File: src/rtl/mem_pkg.sv
// rtl/mem_pkg.sv - shared encodings for the data SRAM load/store controller
package mem_pkg;
  localparam logic [1:0] SEL_WORD = 2'b00;
  localparam logic [1:0] SEL_BYTE = 2'b01;
  localparam logic [1:0] SEL_HALF = 2'b10;

  typedef enum logic [2:0] {
    ST_IDLE,
    ST_RD,
    ST_WR_SETUP,
    ST_WR_PULSE,
    ST_DONE
  } state_e;

  localparam logic       STROBE_ON  = 1'b0;
  localparam logic       STROBE_OFF = 1'b1;
  localparam logic [3:0] BE_ALL     = 4'b0000;
  localparam logic [3:0] BE_NONE    = 4'b1111;
endpackage

File: src/rtl/data_sram_ctrl_if.sv
// rtl/data_sram_ctrl_if.sv - MEM-stage request/response bus of the data SRAM controller
interface data_sram_ctrl_if;
  logic        req_read;
  logic        req_write;
  logic [31:0] req_addr;
  logic [31:0] req_wdata;
  logic [1:0]  req_sel;
  logic        req_signed;
  logic [31:0] rdata;
  logic        stall;
  logic        err;

  modport master (
    output req_read, req_write, req_addr, req_wdata, req_sel, req_signed,
    input  rdata, stall, err
  );

  modport slave (
    input  req_read, req_write, req_addr, req_wdata, req_sel, req_signed,
    output rdata, stall, err
  );
endinterface

File: src/rtl/sram_lane_align.sv
// rtl/sram_lane_align.sv - byte-lane enables, store replication, load extraction, alignment check
module sram_lane_align
  import mem_pkg::*;
(
  input  logic [1:0]  addr_lo,
  input  logic [1:0]  sel,
  input  logic        sign_ext,
  input  logic [31:0] wdata,
  input  logic [31:0] rword,
  output logic [3:0]  be_n,
  output logic [31:0] wdata_rep,
  output logic [31:0] rdata_ext,
  output logic        misaligned
);
  logic [7:0]  byte_lane;
  logic [15:0] half_lane;

  assign half_lane = addr_lo[1] ? rword[31:16] : rword[15:0];

  always_comb begin
    byte_lane = rword[7:0];
    case (addr_lo)
      2'd1:    byte_lane = rword[15:8];
      2'd2:    byte_lane = rword[23:16];
      2'd3:    byte_lane = rword[31:24];
      default: byte_lane = rword[7:0];
    endcase
  end

  always_comb begin
    be_n       = BE_NONE;
    wdata_rep  = wdata;
    rdata_ext  = rword;
    misaligned = 1'b0;
    case (sel)
      SEL_WORD: begin
        be_n       = BE_ALL;
        misaligned = (addr_lo != 2'd0);
      end
      SEL_BYTE: begin
        case (addr_lo)
          2'd0:    be_n = 4'b1110;
          2'd1:    be_n = 4'b1101;
          2'd2:    be_n = 4'b1011;
          default: be_n = 4'b0111;
        endcase
        wdata_rep = {4{wdata[7:0]}};
        rdata_ext = {{24{sign_ext & byte_lane[7]}}, byte_lane};
      end
      SEL_HALF: begin
        be_n       = addr_lo[1] ? 4'b0011 : 4'b1100;
        wdata_rep  = {2{wdata[15:0]}};
        rdata_ext  = {{16{sign_ext & half_lane[15]}}, half_lane};
        misaligned = addr_lo[0];
      end
      default: misaligned = 1'b1;
    endcase
  end
endmodule

File: src/rtl/data_sram_ctrl.sv
// rtl/data_sram_ctrl.sv - multi-cycle load/store sequencer for the asynchronous data SRAM
module data_sram_ctrl
  import mem_pkg::*;
#(
  parameter int ADDR_W      = 20,
  parameter int WAIT_CYCLES = 1
) (
  input  logic              clk,
  input  logic              rst,
  data_sram_ctrl_if.slave   bus,
  output logic [ADDR_W-1:0] ram_addr,
  output logic [3:0]        ram_be_n,
  output logic              ram_ce_n,
  output logic              ram_oe_n,
  output logic              ram_we_n,
  output logic [31:0]       ram_data_o,
  output logic              ram_data_oe,
  input  logic [31:0]       ram_data_i
);
  localparam int CNT_W = (WAIT_CYCLES > 1) ? $clog2(WAIT_CYCLES) : 1;
  localparam logic [CNT_W-1:0] CNT_LAST = CNT_W'(WAIT_CYCLES - 1);

  state_e             state_q, state_d;
  logic [CNT_W-1:0]   cnt_q, cnt_d;
  logic [1:0]         addr_lo_q, addr_lo_d;
  logic [1:0]         sel_q, sel_d;
  logic               signed_q, signed_d;
  logic [ADDR_W-1:0]  ram_addr_q, ram_addr_d;
  logic [3:0]         be_n_q, be_n_d;
  logic               ce_n_q, ce_n_d, oe_n_q, oe_n_d, we_n_q, we_n_d;
  logic [31:0]        data_o_q, data_o_d;
  logic               data_oe_q, data_oe_d;
  logic [31:0]        rdata_q, rdata_d;
  logic               err_q, err_d;

  logic               idle, accept, reject;
  logic [3:0]         al_be_n;
  logic [31:0]        al_wdata, al_rdata;
  logic               al_misaligned;
  logic               unused_addr_hi;

  assign unused_addr_hi = ^bus.req_addr[31:ADDR_W+2];

  // In IDLE the aligner judges the incoming request; afterwards it works on the latched one.
  assign idle = (state_q == ST_IDLE);

  sram_lane_align u_align (
    .addr_lo    (idle ? bus.req_addr[1:0] : addr_lo_q),
    .sel        (idle ? bus.req_sel : sel_q),
    .sign_ext   (idle ? bus.req_signed : signed_q),
    .wdata      (bus.req_wdata),
    .rword      (ram_data_i),
    .be_n       (al_be_n),
    .wdata_rep  (al_wdata),
    .rdata_ext  (al_rdata),
    .misaligned (al_misaligned)
  );

  assign accept = idle && (bus.req_read ^ bus.req_write) && !al_misaligned;
  assign reject = idle && (bus.req_read | bus.req_write) && !accept;

  always_comb begin
    state_d    = state_q;
    cnt_d      = cnt_q;
    addr_lo_d  = addr_lo_q;
    sel_d      = sel_q;
    signed_d   = signed_q;
    ram_addr_d = ram_addr_q;
    be_n_d     = be_n_q;
    ce_n_d     = ce_n_q;
    oe_n_d     = oe_n_q;
    we_n_d     = we_n_q;
    data_o_d   = data_o_q;
    data_oe_d  = data_oe_q;
    rdata_d    = rdata_q;
    err_d      = 1'b0;
    case (state_q)
      ST_IDLE: begin
        if (accept) begin
          addr_lo_d  = bus.req_addr[1:0];
          sel_d      = bus.req_sel;
          signed_d   = bus.req_signed;
          ram_addr_d = bus.req_addr[ADDR_W+1:2];
          ce_n_d     = STROBE_ON;
          cnt_d      = CNT_LAST;
          if (bus.req_read) begin
            be_n_d    = BE_ALL;
            oe_n_d    = STROBE_ON;
            data_oe_d = 1'b0;
            state_d   = ST_RD;
          end else begin
            be_n_d    = al_be_n;
            data_o_d  = al_wdata;
            data_oe_d = 1'b1;
            state_d   = ST_WR_SETUP;
          end
        end else if (reject) begin
          err_d   = 1'b1;
          rdata_d = 32'h0;
        end
      end
      ST_RD: begin
        if (cnt_q == '0) begin
          rdata_d = al_rdata;
          ce_n_d  = STROBE_OFF;
          oe_n_d  = STROBE_OFF;
          state_d = ST_DONE;
        end else begin
          cnt_d = cnt_q - CNT_W'(1);
        end
      end
      ST_WR_SETUP: begin
        we_n_d  = STROBE_ON;
        cnt_d   = CNT_LAST;
        state_d = ST_WR_PULSE;
      end
      ST_WR_PULSE: begin
        if (cnt_q == '0) begin
          we_n_d  = STROBE_OFF;
          ce_n_d  = STROBE_OFF;
          state_d = ST_DONE;
        end else begin
          cnt_d = cnt_q - CNT_W'(1);
        end
      end
      ST_DONE: begin
        // Lanes stay driven through DONE so the write has hold time after we_n rises.
        be_n_d  = BE_NONE;
        state_d = ST_IDLE;
      end
      default: state_d = ST_IDLE;
    endcase
  end

  always_ff @(posedge clk) begin
    if (rst) begin
      state_q    <= ST_IDLE;
      cnt_q      <= '0;
      addr_lo_q  <= 2'd0;
      sel_q      <= SEL_WORD;
      signed_q   <= 1'b0;
      ram_addr_q <= '0;
      be_n_q     <= BE_NONE;
      ce_n_q     <= STROBE_OFF;
      oe_n_q     <= STROBE_OFF;
      we_n_q     <= STROBE_OFF;
      data_o_q   <= 32'h0;
      data_oe_q  <= 1'b0;
      rdata_q    <= 32'h0;
      err_q      <= 1'b0;
    end else begin
      state_q    <= state_d;
      cnt_q      <= cnt_d;
      addr_lo_q  <= addr_lo_d;
      sel_q      <= sel_d;
      signed_q   <= signed_d;
      ram_addr_q <= ram_addr_d;
      be_n_q     <= be_n_d;
      ce_n_q     <= ce_n_d;
      oe_n_q     <= oe_n_d;
      we_n_q     <= we_n_d;
      data_o_q   <= data_o_d;
      data_oe_q  <= data_oe_d;
      rdata_q    <= rdata_d;
      err_q      <= err_d;
    end
  end

  assign bus.stall = !rst && (accept || (state_q inside {ST_RD, ST_WR_SETUP, ST_WR_PULSE}));
  assign bus.rdata = rdata_q;
  assign bus.err   = err_q;

  assign ram_addr    = ram_addr_q;
  assign ram_be_n    = be_n_q;
  assign ram_ce_n    = ce_n_q;
  assign ram_oe_n    = oe_n_q;
  assign ram_we_n    = we_n_q;
  assign ram_data_o  = data_o_q;
  assign ram_data_oe = data_oe_q;
endmodule

File: src/flat_wrapper.sv
// flat-port wrapper written by rule: the top's interface ports become plain ports
module data_sram_ctrl_flat import mem_pkg::*;
#(
  parameter int ADDR_W      = 20,
  parameter int WAIT_CYCLES = 1
)
  (clk, rst, ram_addr, ram_be_n, ram_ce_n, ram_oe_n, ram_we_n, ram_data_o, ram_data_oe, ram_data_i, bus_req_read, bus_req_write, bus_req_addr, bus_req_wdata, bus_req_sel, bus_req_signed, bus_rdata, bus_stall, bus_err);
  data_sram_ctrl_if bus_i ();
  input  logic clk;
  input  logic rst;
  output logic [ADDR_W-1:0] ram_addr;
  output logic [3:0] ram_be_n;
  output logic ram_ce_n;
  output logic ram_oe_n;
  output logic ram_we_n;
  output logic [31:0] ram_data_o;
  output logic ram_data_oe;
  input  logic [31:0] ram_data_i;
  input wire logic [$bits(bus_i.req_read)-1:0] bus_req_read;
  input wire logic [$bits(bus_i.req_write)-1:0] bus_req_write;
  input wire logic [$bits(bus_i.req_addr)-1:0] bus_req_addr;
  input wire logic [$bits(bus_i.req_wdata)-1:0] bus_req_wdata;
  input wire logic [$bits(bus_i.req_sel)-1:0] bus_req_sel;
  input wire logic [$bits(bus_i.req_signed)-1:0] bus_req_signed;
  output wire logic [$bits(bus_i.rdata)-1:0] bus_rdata;
  output wire logic [$bits(bus_i.stall)-1:0] bus_stall;
  output wire logic [$bits(bus_i.err)-1:0] bus_err;
  assign bus_i.req_read = bus_req_read;
  assign bus_i.req_write = bus_req_write;
  assign bus_i.req_addr = bus_req_addr;
  assign bus_i.req_wdata = bus_req_wdata;
  assign bus_i.req_sel = bus_req_sel;
  assign bus_i.req_signed = bus_req_signed;
  assign bus_rdata = bus_i.rdata;
  assign bus_stall = bus_i.stall;
  assign bus_err = bus_i.err;
  data_sram_ctrl #(.ADDR_W(ADDR_W), .WAIT_CYCLES(WAIT_CYCLES)) u_core (.clk(clk), .rst(rst), .bus(bus_i), .ram_addr(ram_addr), .ram_be_n(ram_be_n), .ram_ce_n(ram_ce_n), .ram_oe_n(ram_oe_n), .ram_we_n(ram_we_n), .ram_data_o(ram_data_o), .ram_data_oe(ram_data_oe), .ram_data_i(ram_data_i));
endmodule
File: config.mk
export PLATFORM = sky130hd
export DESIGN_NAME = data_sram_ctrl_flat
export DESIGN_NICKNAME = d
export VERILOG_FILES = /design/src/rtl/mem_pkg.sv /design/src/rtl/data_sram_ctrl_if.sv /design/src/rtl/sram_lane_align.sv /design/src/rtl/data_sram_ctrl.sv /design/src/flat_wrapper.sv
export SDC_FILE = /design/constraint.sdc
export NUM_CORES = 1
export LEC_CHECK = 0
export BUFFER_PORTS_ARGS = -buffer_cell sky130_fd_sc_hd__buf_2
export CAP_MARGIN = 20
export CORE_ASPECT_RATIO = 0.8
export CORE_MARGIN = 10
export CORE_UTILIZATION = 25
export CTS_CLUSTER_SIZE = 12
export DETAILED_ROUTE_END_ITERATION = 10
export SLEW_MARGIN = 15
export SYNTH_ARGS = -nofsm -noshare
export SYNTH_HDL_FRONTEND = slang
export SYNTH_SLANG_ARGS = --single-unit
File: constraint.sdc
create_clock -name clk -period 4.61 [get_ports clk]
set_input_delay 0.461 -clock clk [delete_from_list [all_inputs] [get_ports clk]]
set_output_delay 0.461 -clock clk [all_outputs]
set_load 0.05 [all_outputs]
======== Yosys cells after proc, flatten, opt, wreduce, memory -nomap -nowiden ========
Index checks and enable logic that the tools add are counted.
operators by class
  eq/ne operators ......................... 16
  muxes and demuxes ....................... 33
  reduce and logical (&&, ||, !) cells .... 30
  $add $sub $neg .......................... 1
  bitwise operators ....................... 6
operator list
  cell                  number
  $pmux W32 S2          3
  $mux W32              3
  $pmux W4 S3           2
  $pmux W8 S3           1
  $mux W16              1
  $ne A2 B2 Y1 const B  7
  $mux W4               3
  $reduce_and A2 Y1     5
  $reduce_bool A2 Y1    5
  $pmux W3 S3           1
  $mux W1               8
  $pmux W4 S2           1
  $reduce_and A4 Y1     2
  $eq A2 B2 Y1 const B  3
  $eq A3 B2 Y1 const B  2
  $mux W2               3
  $mux W3               2
  $pmux W1 S2           3
  $pmux W1 S3           2
  $reduce_and A3 Y1     2
  $reduce_bool A3 Y1    2
  $logic_and A1 B1 Y1   5
  $eq A2 B1 Y1 const B  2
  $logic_not A2 Y1      2
  other kinds (12)      16
storage, ports and cells
  logic and storage cells ................. 100
  bits of input ports ..................... 103
  output and inout port bits .............. 94
  flip-flop bits (word level) ............. 102

======== Longest topological paths before layout ========
  word-level depth ........................ 11
  mapped depth ............................ 12
  depth with buffers taken out ............ 10

======== Modules after synthesis ========
A second synthesis with hierarchy kept.
unflattened totals
  cell total of the unflattened synthesis .. 687
  area, all modules ....................... 5672.9 sq um
by module, submodules not included
  module           seq. area each (sq um)  cells an instance  instances  area each (sq um)
  data_sram_ctrl   2021.9                  481                1          4429.2
  sram_lane_align  0.0                     206                1          1243.7

======== Least setup slack after synthesis ========
OpenSTA, ideal clock, no wires.
  path type ............................... reg-to-output
  start ................................... register u_core.state_q[1]
  end ..................................... output port bus_stall
  stages on the path, launching flop included .. 10
  required time ........................... 4.149 ns
  arrival ................................. 2.828 ns
  path slack .............................. 1.321 ns
  buffers on the path ..................... 1
  path through ............................ dfxtp_1 -> nor3_2 -> nand2_1 -> nand2_1 -> inv_1 -> ha_1 -> a21boi_0 -> o2111ai_2 -> clkbuf_1 -> a21oi_1
on the way
  word-level cells in the longest chain between the ends .. 8
  elaborated cells between the ends (all ways) .. 17
  classes of those cells .................. eq/ne: 5; mux: 3; reduce/logical: 9
ends and longest elaborated chain
  item                                  RTL line                                    text
  start, declared                       data_sram_ctrl.sv:23                        state_e state_q, state_d;
  start signal, assigned                data_sram_ctrl.sv:152                       state_q <= state_d;
  $logic_not A3 Y1                      data_sram_ctrl.sv:45                        assign idle = (state_q == ST_IDLE);
  $mux W2 (on tied branches)            data_sram_ctrl.sv:49, data_sram_ctrl.sv:48
  $eq A2 B2 Y1 (tied with other cells)  sram_lane_align.sv:35                       case (sel)
  $pmux W1 S3                           sram_lane_align.sv:35
  $logic_not A1 Y1                      data_sram_ctrl.sv:59                        assign accept = idle && (bus.req_read ^ bus.req_write) && !al_misaligned;
  $logic_and A1 B1 Y1                   data_sram_ctrl.sv:59
  $logic_or A1 B1 Y1 *                  data_sram_ctrl.sv:169                       assign bus.stall = !rst && (accept || (state_q inside {ST_RD, ST_WR_SETUP, ST_WR_PULSE}));
  $logic_and A1 B1 Y1 *                 data_sram_ctrl.sv:169
  end, declared                         flat_wrapper.sv:26                          output wire logic [$bits(bus_i.stall)-1:0] bus_stall;
Mark *: on every way between the ends. The rest lies on a longest branch, timed or not.

======== Worst setup path in the final report ========
Same ends and word-level chain as after synthesis.

==> flow_summary.toml <==
[setup_path]
critical-path-top-delay-family = "compound AO/OA/AOI/OAI gates"
cp.arrival_ns = 3.38
endpoint_kind = "output pin"
cp_max_fo = 19
setup.worst_path.start_class = "flip-flop"
cp.required_ns = 4.15
path_buf_inv = 2
cpMostUsedCell = "nand2_1"
slowest_delay_ns = 0.67
criticalPathCategory = "flip-flop to output pin"
critPathSlowestCell = "dfxtp_1"
crit_chain = "or3_1 > nand2_1 > nand2_1 > inv_1 > ha_1 > a21boi_0 > o2111ai_2 > a21oi_1 > buf_2"

[power]
power_density_nw_per_um2 = 410
p_int_w = 0.00156
seq_power_share = 0.382
leakagePower_nw = 2.79
clock_power_share = 0.295
pwr-share-comb = 0.323
p_total_w = 0.00255
vdd_drop_max_uv = 166
p_sw_w = 0.000991
swShare = 0.388

[clock_network]
htree_num_levels = 3
clk-insertion-delay-late_ns = 0.36
clk_pin_slew_ns = 0.07
hold_buffers = 0
cts_buffers = 9
numClockSinks = 101
post-cts-setup-buffer-count = 0
tritoncts = "built"
cts_resized = 0
root_buffer = "clkbuf_16"
cts_buffer_depth = 2

[floorplan]
row_count = 45
fp.dieH_um = 144
dieArea_um2 = 25100
initial_utilization = 0.253
coreArea_um2 = 18900
ios = 197
fp.dieW_um = 175

[drt]
drt_iter0_drc = 337
drtPass1Iterations = 5
wire_per_inst_um = 17.1
met2WireLength_mm = 7.78
final_antenna_net_count = 0
dr_wl_met3_mm = 1.81
drt-met1-wl_mm = 8.20
via_per_inst = 4.83
top_layer_used = "met5"
drcViolationCount = 0
routed_wl_mm = 18.0
vias = 5082

[yosys]
ys_seq_elements = 101
ys_seq_area_frac = 0.422
synth_ff_type = "dfxtp_1"
syn_nets = 733
synth_top_area_frac = 0.422
yosysWarnings = 0
synth_area_leaders = "dfxtp_1 (42%), nand2_1 (13%), a21oi_1 (7.5%), a211oi_1 (2.5%), nand3_1 (2.4%)"
synth_edf_count = 0
synthArstFlopShare = 0
ys_types = 47
synthCells = 627
syn_avg_cell_area_um2 = 7.64
netlist.top_cell.by_area = "dfxtp_1"
netlist_area_um2 = 4790

[sta]
skew_ns = 0.0108
period_needed_ns = 3.84
worst_pin_slew_ns = 0.976
relSlewSlack = 0.349
max_freq_ghz = 0.260
layout_setup_ws_ns = 0.768
finalSetupViolCount = 0
fin_crit_sh = 0.833
hold_viol_final = 0
rsz0062_at_grt = "no"
tns_ns = 0
slew_violations = 0

[final_layout]
diodes = 0
syn_to_final_growth_pct = 30.1
regArea_um2 = 2020
fillers = 2034
multiInputGateArea_um2 = 2480
drive_above_1_share = 0.301
fin_nets = 896
design_area_um2 = 6230

[placement]
place_area_um2 = 5950
port_buffers = 186
hpwlAfterDp_mm = 13.3
globalplace.congestion = 0.841
dp_slack_ns = 1.13

[outcome]
status = "complete, no violations"

[global_route]
first_global_vias = 5030
grt_max_degree = 68
grt-ovfl-total = 0
antenna_found_initial = 2
grt_pass1_wl_mm = 28.3
grt_usage = 0.140

[worst_hold_path]
hp-class = "input port to flip-flop"

[run]
drv_cap = 0
==> worst reg2reg max path, delay by kind of cell, from the launching register on <==
kind | cells | cell delay, ns
buffers and inverters | 2 | 0.44
DFF | 1 | 0.67
adders and majority gates | 1 | 0.20
AOI/OAI and AO/OA | 2 | 0.86
and+or+nand+nor | 6 | 1.23
==> path summary, 6_finish.rpt <==
path / start / end / slack [ns] / cells past startpoint
worst min-delay path: bus_req_addr[20] / u_core.ram_addr[18] / 0.34 / 3
worst max-delay path: u_core.state_q[1] / bus_stall / 0.77 / 9
worst min register to register: u_core.bus.rdata[10] / u_core.bus.rdata[10] / 0.45 / 2
worst max register to register: u_core.state_q[1] / u_core.ram_data_o[23] / 1.14 / 11
==> state kept, by name, summed over array words and instances, names as in the netlist, 2 cells and up <==
signal,count
u_core.ram_data_o,32
u_core.state_q,3
u_core.bus.rdata,32
u_core.addr_lo_q,2
u_core.ram_addr,20
u_core.ram_be_n,4
u_core.sel_q,2
==> area by class of cell <==
cell class | count | area share
multi-input cells | 454 | 0.398
flip-flops and latches | 101 | 0.324
repair buffers | 199 | 0.165
well taps | 258 | 0.0518
clock buffers | 11 | 0.0405
inverters | 25 | 0.0151
clock inverters | 5 | 0.00562
==> cell usage after synthesis (all sizes together) (2+ instances only) <==
cell type and n:
nand4 16, nor2b 5, o31ai 3, nor3b 2, and3 9, nand3 24
mux2 4, nor4 4, inv 25, a211oi 16, ha 3, or4b 2
a221oi 11, a2111oi 3, nor3 12, o21bai 2, or2 2, a21oi 73
o221a 7, clkbuf 29, o211ai 13, o21ai 28, mux2i 4, dfxtp 101
nand2 170, a22oi 14, nor2 19, buf 18
==> per-stage QoR <==
stage	hold slack (ns)	instances	utilization
floorplan	0.445	627	-
global placement	0.436	1037	0.314
detailed placement	0.441	1037	0.314
CTS	0.316	1053	0.329
global route	0.333	1053	0.329
finish	0.338	1053	0.329
==> routing by layer <==
layer,track usage,up-vias
met2,0.211,199
met5,0,-
li1,-,2534
met4,0.0374,2
met3,0.0616,19
met1,0.178,2328
==> power groups by stage <==
stage | Combinational (W) | Clock, W | Sequential [W]
after global placement | 0.000824 | 0 | 0.000992
after floorplan | 0.000389 | 0 | 0.00118
after detailed placement | 0.000828 | 0 | 0.000994
final | 0.000825 | 0.000753 | 0.000975
after global routing | 0.000901 | 0.000819 | 0.000984
after CTS | 0.000829 | 0.000785 | 0.000975
==> cell families after synthesis <==
family / after synthesis / share of synthesized area
flops: 101 / 0.422
buf+inv: 72 / 0.0608
mux: 8 / 0.0201
fa+ha+maj: 3 / 0.00783
simple gates: 267 / 0.248
compound gates: 176 / 0.241
==> cells in the final DEF, fill, tap and decap left out, drive strengths merged, types with 12 or more instances in the layout <==
cell    Yosys  layout
buf        18     199
nand2     170     170
dfxtp     101     101
a21oi      73      73
o21ai      28      28
inv        25      25
nand3      24      24
nor2       19      19
a211oi     16      16
nand4      16      16
a22oi      14      14
o211ai     13      13
nor3       12      12
(Power assumes the default switching activity.)
